==> src/rtl/prio_enc_rr.sv <==
// prio_enc_rr: registered N-input priority encoder with fixed-priority or
// round-robin selection and a valid/ready output handshake.
//
// Ports:
//   clk    in  1  rising-edge clock
//   rst_n  in  1  asynchronous active-low reset
//   req    in  N  request vector, any population
//   mode   in  1  0 = fixed (highest index wins), 1 = round-robin
//   ready  in  1  downstream accepts d when ready && valid at an edge
//   d      out W  granted index (holds last grant when valid=0)
//   valid  out 1  d/multi hold a captured grant
//   multi  out 1  more than one req bit was set at capture
module prio_enc_rr #(
  parameter int unsigned N = 8,
  parameter int unsigned W = 3
) (
  input  logic         clk,
  input  logic         rst_n,
  input  logic [N-1:0] req,
  input  logic         mode,
  input  logic         ready,
  output logic [W-1:0] d,
  output logic         valid,
  output logic         multi
);

  typedef enum logic {
    IDLE = 1'b0,
    HOLD = 1'b1
  } state_t;

  state_t       state, state_nxt;
  logic [W-1:0] ptr, ptr_nxt;
  logic [W-1:0] d_nxt;
  logic         valid_nxt;
  logic         multi_nxt;
  logic [W-1:0] sel_fix;
  logic [W-1:0] sel_rr;
  logic         rr_found;
  logic         capture;

  // Position ptr+i folded back into 0..N-1 (i ranges 1..N, so one fold suffices).
  function automatic logic [W-1:0] wrap_idx(input logic [W-1:0] p, input int unsigned i);
    int unsigned s;
    s = 32'(p) + i;
    if (s >= N) s = s - N;
    return W'(s);
  endfunction

  // Candidate grants for both modes; mode picks one only at capture.
  always_comb begin : select
    sel_fix  = '0;
    sel_rr   = '0;
    rr_found = 1'b0;
    for (int unsigned k = 0; k < N; k++) begin
      if (req[W'(k)]) sel_fix = W'(k);
    end
    for (int unsigned i = 1; i <= N; i++) begin
      if (!rr_found && req[wrap_idx(ptr, i)]) begin
        rr_found = 1'b1;
        sel_rr   = wrap_idx(ptr, i);
      end
    end
  end

  // Next-state and next-output logic.
  always_comb begin : next_logic
    state_nxt = state;
    d_nxt     = d;
    valid_nxt = valid;
    multi_nxt = multi;
    ptr_nxt   = ptr;
    capture   = 1'b0;
    case (state)
      IDLE: begin
        valid_nxt = 1'b0;
        if (|req) capture = 1'b1;
      end
      HOLD: begin
        if (ready) begin
          if (|req) begin
            capture = 1'b1;
          end else begin
            valid_nxt = 1'b0;
            state_nxt = IDLE;
          end
        end
      end
      default: begin
        state_nxt = IDLE;
        valid_nxt = 1'b0;
      end
    endcase
    if (capture) begin
      d_nxt     = mode ? sel_rr : sel_fix;
      ptr_nxt   = mode ? sel_rr : sel_fix;
      multi_nxt = (req & (req - N'(1))) != '0;
      valid_nxt = 1'b1;
      state_nxt = HOLD;
    end
  end

  // State and output registers.
  always_ff @(posedge clk or negedge rst_n) begin
    if (!rst_n) begin
      state <= IDLE;
      d     <= '0;
      valid <= 1'b0;
      multi <= 1'b0;
      ptr   <= W'(N - 1);
    end else begin
      state <= state_nxt;
      d     <= d_nxt;
      valid <= valid_nxt;
      multi <= multi_nxt;
      ptr   <= ptr_nxt;
    end
  end

endmodule

==> config.mk <==
export PLATFORM = sky130hd
export DESIGN_NAME = prio_enc_rr
export DESIGN_NICKNAME = d
export VERILOG_FILES = /design/src/rtl/prio_enc_rr.sv
export SDC_FILE = /design/constraint.sdc
export NUM_CORES = 1
export LEC_CHECK = 0
export ABC_AREA = 1
export ABC_CLOCK_PERIOD_IN_PS = 7400
export CAP_MARGIN = 15
export CELL_PAD_IN_SITES_DETAIL_PLACEMENT = 0
export CELL_PAD_IN_SITES_GLOBAL_PLACEMENT = 2
export CORE_ASPECT_RATIO = 1.4
export CORE_UTILIZATION = 30
export CTS_CLUSTER_DIAMETER = 30
export DETAILED_ROUTE_END_ITERATION = 8
export PLACE_DENSITY_LB_ADDON = 0.1
export SKIP_CTS_REPAIR_TIMING = 1
export SLEW_MARGIN = 10
export SYNTH_ARGS = -nofsm -noshare
export SYNTH_HDL_FRONTEND = slang
export SYNTH_SLANG_ARGS = --single-unit
==> constraint.sdc <==
create_clock -name clk -period 7.4 [get_ports clk]
set_input_delay 1.11 -clock clk [delete_from_list [all_inputs] [get_ports clk]]
set_output_delay 1.11 -clock clk [all_outputs]
set_load 0.01 [all_outputs]
==> flow_summary.toml <==
[outcome]
status = "completed"

[run]
drv_cap = 0

[setup_path]
critPathLaunchType = "register"
cp-startpoint = "ptr[1]"
arrival_ns = 3.30
rr_worst_depth = 17
cp-endpoint = "d[1]"
reg2reg_from = "ptr[1]"
r2r-end = "d[1]"
crit_fanout = 12
crit_type = "register to register"
end_kind = "register"
cp_data_required_time_ns = 7.57
worst-r2r-setup-slack_ns = 4.26

[floorplanning]
ios = 17
fp.dieH_um = 77.3
core_region_area_um2 = 3920
start_util_pct = 31.0
rows = 27
die-area_um2 = 4310
die_w_um = 55.8

[routing]
ant_nets = 0
avgViaCountPerCell = 5.00
drt_first_pass_iters = 4
routed_wl_um = 3480
post_drt_wl_per_cell_um = 13.0
drt_iter0_drc = 50
route.detailed.drc = 0
vias = 1336

[grt]
grt_usage_pct = 17.0
gr-total-overflow = 0
grt_pass1_vias = 1307
grt_max_degree = 14
grt_pass1_wl_um = 5890
antenna_found_initial = 0

[layout]
syn2layout_area_growth_pct = 18.4
fin_nets = 239
final_cell_mix = "nand2_1, inv_1, nand3_1"
antenna_cells = 0
fin_cells = 267
mostFrequentLayoutCell = "nand2_1"
drive_gt1_share_pct = 10.3

[sta]
setup_viol = 0
setup_tns_ns = 0
skew_ns = 0.00294
hold_viol_final = 0
final.min_clock_period_ns = 3.14
maxSlewViolCount = 0
finalCritPeriodShare_pct = 42.4
rsz0062_at_grt = "no"
worst_pin_slew_ns = 0.411
max_slew_margin_pct = 72.5
maxClockFrequency_mhz = 319

[power_and_ir_drop]
pwr-share-comb_pct = 78.6
max-vdd-ir-drop_uv = 248
leakagePower_nw = 0.729
internal_power_w = 0.000310
swShare_pct = 59.7
power_per_cell_area_nw_per_um2 = 534
seq_power_share_pct = 14.0
clkPwrFrac_pct = 7.3
netSwitchingPower_w = 0.000458

[yosys]
synth.distinct_cells = 29
syn-num-nets = 223
netlist_area_um2 = 1210
yosys_register_bits = 9
synth_area_per_cell_um2 = 5.81
seq_area_frac_synth_pct = 18.9
synth_warnings = 0
synthCells = 209

[placed_design]
place_hpwl_um = 2880
placed_cells = 263
gp_congestion = 0.861
io_buffers = 16

[clock_network]
clock_latency_ns = 0.23
clk_pin_slew_ns = 0.04
cts.sinks = 9
cts-root-buf = "clkbuf_8"
tritoncts = "yes"
cts_made_buffers = 3
cts-htree-levels = 1
cts_buffer_depth = 2

[worst_hold_path]
hold_path_depth = 2
hold_path.class = "register to register"
[kinds of logic (layout without fill, tap and decap cells)]
group / count (synthesis) / in the layout / share of synthesized area (%)
AND/OR/NAND/NOR: 143 / 143 / 55.9
XOR/XNOR: 3 / 3 / 2.17
flip-flops: 9 / 9 / 18.9
adder cells (fa/ha/maj): 2 / 2 / 2.06
AO/OA/AOI/OAI: 21 / 21 / 10.0
buffers and inverters: 31 / 46 / 11.0
[how the worst min path moves through the flow]
stage | startpoint | to | slack [ns]
after CTS | d[0] | d[0] | 0.49
final | d[0] | d[0] | 0.48
after global placement | d[1] | d[1] | 0.46
after floorplan | state | state | 0.49
after detailed placement | d[2] | d[2] | 0.47
after global routing | d[1] | d[1] | 0.51
[layer usage]
| layer | track usage, % | wire length, um | share of wire, % |
|---|---|---|---|
| met5 | 0 | 0 | 0 |
| met4 | 5.00 | 39 | 1.1 |
| met3 | 1.85 | 80 | 2.3 |
| met2 | 32.4 | 1860 | 54 |
| met1 | 19.2 | 1490 | 43 |
[final cells by class]
class | instances | area [um2]
inverters | 26 | 97.6
multi-input cells | 169 | 851
well taps | 43 | 53.8
flip-flops and latches | 9 | 229
repair buffers | 16 | 160
fillers | 439 | 2480
clock buffers | 4 | 45.0
[worst max-delay path, cell delays in order (launching register included)]
cell and delay (ns):
dfstp_2 0.69, clkinv_1 0.33, ha_1 0.49, inv_1 0.22, nand3_1 0.16, nand3_2 0.14
nand2_4 0.09, nor2_8 0.16, nand4_4 0.12, nor2_4 0.17, nand3_2 0.11, nand2_1 0.08
inv_1 0.04, nand2_1 0.04, nand2_1 0.05, nand2_1 0.05, nand2_1 0.06, nand2_1 0.07
[cells in the mapped netlist, drive strengths merged]
cell type	count	area (um2)
buf	5	36.3
nor3	1	5.00
ha	2	25.0
dfstp	3	78.8
nand2	85	339
nor2	22	106
a21oi	3	15.0
o21ai	10	50.0
a31oi	4	25.0
inv	25	93.8
a211oi	1	7.51
xnor2	2	17.5
clkinv	1	3.75
a22o	1	8.76
dfrtp	6	150
o21bai	2	15.0
xor2	1	8.76
nand4	6	52.6
nand3	29	175
[power groups by stage]
stage	logic, W	clock network [W]	registers [W]
4_1_cts	0.000602	0.0000590	0.000107
2_1_floorplan	0.000495	0	0.0000850
3_5_place_dp	0.000599	0	0.000108
5_1_grt	0.000679	0.0000613	0.000112
6_report	0.000603	0.0000562	0.000108
3_3_place_gp	0.000599	0	0.000109
[per-stage QoR]
stage / worst slack (ns) / area [um2] / hold WS, ns / utilization, % / total power [W]
after floorplan: 4.97 / 1210 / 0.491 / - / 0.000580
after global placement: 4.25 / 1390 / 0.464 / 35.5 / 0.000708
after detailed placement: 4.26 / 1390 / 0.471 / 35.5 / 0.000707
after CTS: 4.29 / 1440 / 0.485 / 36.7 / 0.000768
after global routing: 4.04 / 1440 / 0.512 / 36.7 / 0.000853
final: 4.26 / 1440 / 0.481 / 36.7 / 0.000767
[flip-flops by register name, summed over array words and instances (netlist names)]
signal	cells
multi	1
valid	1
d	3
state	1
ptr	3
Power figures use the tool's default switching activity.
